File: src/rtl/ram_clr.sv
// Word-addressed RAM with combinational read, clocked write and a
// zeroing sweep that runs after reset and on request.
module ram_clr #(
  parameter int WIDTH          = 16,
  parameter int ADDR_BITS      = 6,
  parameter bit CLEAR_ON_RESET = 1'b1
) (
  input  logic                 CLK,
  input  logic                 RST_N,
  input  logic [WIDTH-1:0]     in,
  input  logic                 load,
  input  logic [ADDR_BITS-1:0] address,
  input  logic                 clear,
  output logic [WIDTH-1:0]     out,
  output logic                 busy
);

  localparam int DEPTH = 2 ** ADDR_BITS;

  typedef enum logic {
    IDLE,
    CLEAR
  } state_t;

  localparam state_t RST_STATE = CLEAR_ON_RESET ? CLEAR : IDLE;

  state_t               r_state;
  state_t               w_state_nxt;
  logic [ADDR_BITS-1:0] r_cnt;
  logic [ADDR_BITS-1:0] w_cnt_nxt;
  logic [WIDTH-1:0]     r_mem [DEPTH];

  logic                 w_we;
  logic [ADDR_BITS-1:0] w_wa;
  logic [WIDTH-1:0]     w_wd;

  always_ff @(posedge CLK or negedge RST_N) begin
    if (!RST_N) begin
      r_state <= RST_STATE;
      r_cnt   <= '0;
    end else begin
      r_state <= w_state_nxt;
      r_cnt   <= w_cnt_nxt;
    end
  end

  always_comb begin
    w_state_nxt = r_state;
    w_cnt_nxt   = r_cnt;
    unique case (r_state)
      IDLE: begin
        if (clear) begin
          w_state_nxt = CLEAR;
          w_cnt_nxt   = '0;
        end
      end
      CLEAR: begin
        // cnt wraps to zero on the last word of the sweep
        w_cnt_nxt = r_cnt + 1'b1;
        if (&r_cnt) w_state_nxt = IDLE;
      end
      default: begin
        w_state_nxt = IDLE;
        w_cnt_nxt   = '0;
      end
    endcase
  end

  assign busy = (r_state == CLEAR);

  // No writes while reset is held, so an aborted sweep leaves contents alone
  assign w_we = RST_N & (busy | load);
  assign w_wa = busy ? r_cnt : address;
  assign w_wd = busy ? '0 : in;

  always_ff @(posedge CLK) begin
    if (w_we) r_mem[w_wa] <= w_wd;
  end

  always_comb begin
    out = '0;
    if (!busy) out = r_mem[address];
  end

endmodule

File: config.mk
export PLATFORM = sky130hd
export DESIGN_NAME = ram_clr
export DESIGN_NICKNAME = d
export VERILOG_FILES = /design/src/rtl/ram_clr.sv
export SDC_FILE = /design/constraint.sdc
export NUM_CORES = 1
export LEC_CHECK = 0
export ABC_AREA = 1
export CORE_UTILIZATION = 40
export DETAILED_ROUTE_END_ITERATION = 12
export GPL_TIMING_DRIVEN = 1
export PLACE_DENSITY = 0.57
export SLEW_MARGIN = 5
export SYNTH_ARGS = -nofsm -noshare
export SYNTH_HDL_FRONTEND = slang
export SYNTH_SLANG_ARGS = --single-unit
File: constraint.sdc
create_clock -name CLK -period 3.9 [get_ports CLK]
set_clock_uncertainty 0.05 [all_clocks]
set_input_delay 0.78 -clock CLK [delete_from_list [all_inputs] [get_ports CLK]]
set_output_delay 0.78 -clock CLK [all_outputs]
set_load 0.01 [all_outputs]
==> impl_metrics.toml <==
[status]
status = "finished clean"

[cts]
cts_tree = "yes"
numCtsBuffers = 105
root_buffer = "clkbuf_16"
cts_buffer_depth = 3
cts_sinks = 1031
ctsHoldBuffers = 0
h-tree-depth = 3
worstSkewPairLatency_ns = 0.68
path_clk_slew_ns = 0.06

[worst_setup_path]
path_buf_inv = 6
crit_type = "input port to primary output"
cp.arrival_ns = 3.05
r2r-end = "r_mem[9][5]"
critical-path-max-stage-delay_ns = 0.53
r2r_cells = 9
crit_family = "buffers and inverters"
cp-start-kind = "input port"
path_cells = "buf_16 -> clkinv_16 -> buf_4 -> clkbuf_16 -> nand2_1 -> nand3_1 -> nand3_1 -> nand2_1 -> nand2_1 -> nand3_1 -> nand3_2 -> a21oi_2 -> buf_4 -> clkdlybuf4s50_1"
end_kind = "primary output"
r2r_slack_ns = 0.85
critPathSlowestCell = "clkdlybuf4s50_1"
cp_data_required_time_ns = 3.07
rr_startpoint = "busy"
crit_fanout = 15

[detailed_routing]
drt-pass1-iter-count = 7
drc = 0
route.met2.wl_um = 57000
postRouteAntennaNets = 0
post_drt_wl_per_cell_um = 23.2
met3_length_um = 9040
drt-total-wl_um = 123000
drt_iter0_drc = 2956
m1WireLength_um = 52100
dr.max_layer_used = "met5"
vias = 28400
viasPerCell = 5.38

[sta]
timing.final.crit_share_pct = 99.4
drv_slew = 0
fin_ws_ns = 0.0229
setup_viol = 0
hold_violations = 0
fmax_ghz = 0.258
slew_headroom_pct = 23.9
period_needed_ns = 3.88
finalSetupTns_ns = 0
grt_setup_unrepaired = "yes"
hold_slack_ns = 0.364
worstMarginPinSlew_ns = 1.14

[final_layout]
area_growth_pct = 18.9
final_util_pct = 48.3
nNetsFinal = 3844
num-fill-cells = 9219
layout-drive-gt1-share_pct = 14.0

[global_route]
grt_pass1_wl_um = 180000
grt_max_degree = 65
grt_pass1_vias = 26800
antenna_found_initial = 4
track_usage_pct = 22.7
grt-ovfl-total = 0

[placed_design]
hpwl_um = 73100
place_ws_ns = -0.334
place_congestion = 0.888
port_buffers = 42

[power]
seq_power_share_pct = 49.7
internal-power_mw = 19.5
netSwitchingPower_mw = 6.75
clkPwrFrac_pct = 38.0
p_comb_share_pct = 12.3
pwr_density_cell_nw_per_um2 = 522
power_mw = 26.2
power_leakage_nw = 18.7
worst_ir_drop_vdd_mv = 0.377
sw_frac_of_total_pct = 25.7

[synthesis]
synth_top_area_cell = "edfxtp_1"
syn-cell-area_um2 = 42300
yosysSeqAreaShare_pct = 73.2
synthCells = 3600
synth.top_cell.area_share_pct = 72.7
synth_common_cells = "nand2_1, edfxtp_1, nand3_1"
synth_edf_count = 1024
synth_seq_cells = 1031
avgSynthCellArea_um2 = 11.7
synth_flop_cell = "edfxtp_1"
async_flop_share_pct = 0.679
yosysMostFrequentCell = "nand2_1"
synth_warnings = 0
synth_nets = 3627
netlist_top_cells_area = "edfxtp_1, nand2_1, nand3_1, buf_2, buf_4"
synthDistinctLibCells = 30

[die]
die_h_um = 327
die_x_um = 327
die_area_um2 = 107000
rows = 118
start_util_pct = 40.6
coreArea_um2 = 104000
top_level_ports = 43

[worst_hold_path]
min-delay-path-class = "input port to async pin"

[flow_run]
maxCapViolCount = 0
per-layer routing:
layer | track usage, % | up-vias
met2 | 35.8 | 1174
met4 | 9.08 | 2
met5 | 0 | -
met1 | 31.9 | 13900
met3 | 3.02 | 205
li1 | - | 13100
cell families after synthesis:
family | Yosys count | synth area share, %
compound gates | 28 | 0.391
xor+xnor | 1 | 0.0207
fa+ha+maj | 1 | 0.0296
buf+inv | 267 | 3.54
flops | 1031 | 73.2
simple gates | 2272 | 22.9
cell type report:
type	instances	area, um^2	area share, %
Timing Repair inverter	2	27.5	0.0548
Multi-Input combinational cell	2302	10300	20.4
Clock buffer	125	2770	5.51
Clock inverter	70	622	1.24
Antenna cell	1	2.50	0.00498
Tap cell	1380	1730	3.44
Timing Repair Buffer	336	3710	7.39
Inverter	39	183	0.364
Sequential cell	1031	30900	61.6
placed cells by master, fill, tap and decap left out, drive strengths merged, types with 2 or more instances in the layout:
master	n
a21oi	17
buf	291
bufbuf	7
bufinv	10
clkbuf	129
clkdlybuf4s50	29
clkinv	58
clkinvlp	3
dfrtp	6
dlymetal6s2s	5
edfxtp	1024
inv	40
nand2	1303
nand3	874
nand4	3
nor2	84
nor3	2
nor4	6
o21ai	7
worst max-delay path by stage:
stage	from	to	slack [ns]	depth (start not counted)
final	address[0]	out[8]	0.02	14
after global routing	address[0]	out[15]	-0.04	14
after CTS	address[0]	out[5]	-0.04	14
after detailed placement	address[0]	out[5]	-0.33	14
after global placement	address[0]	out[5]	-0.37	14
after floorplan	address[0]	r_mem[40][0]	0.24	5
what timing repair did:
action | CTS | global route
setup endpoints to repair | 9 | 15
gates resized for setup | 46 | 49
gates cloned | 9 | 4
setup buffers | 3 | 4
pin swaps | 5 | 10
endpoints found under the hold margin | 0 | 0
flip-flops by register name, summed over array words and instances (netlist names):
register	cells
r_cnt	6
busy	1
r_mem	1024
stage by stage:
stage,instances,cell area [um^2]
final,5286,50200
after CTS,5277,49900
after global routing,5285,50200
after detailed placement,5070,46000
after floorplan,3600,42300
after global placement,5070,46000
worst register-to-register path: cells and delay by family (launching register included):
kind	cells	cell delay, ns
buffers and inverters	5	1.05
and+or+nand+nor	3	0.53
DFF	1	0.92
AOI/OAI and AO/OA	1	0.20
power by group through the flow:
stage               combinational, mW  clock (mW)  sequential [mW]
CTS                              3.19        10.1             13.0
global route                     3.46        10.5             13.1
global placement                 3.08           0             13.3
finish                           3.23        9.97             13.0
floorplan                        1.61           0             13.2
detailed placement               3.10           0             13.3
Power figures use the tool's default switching activity.
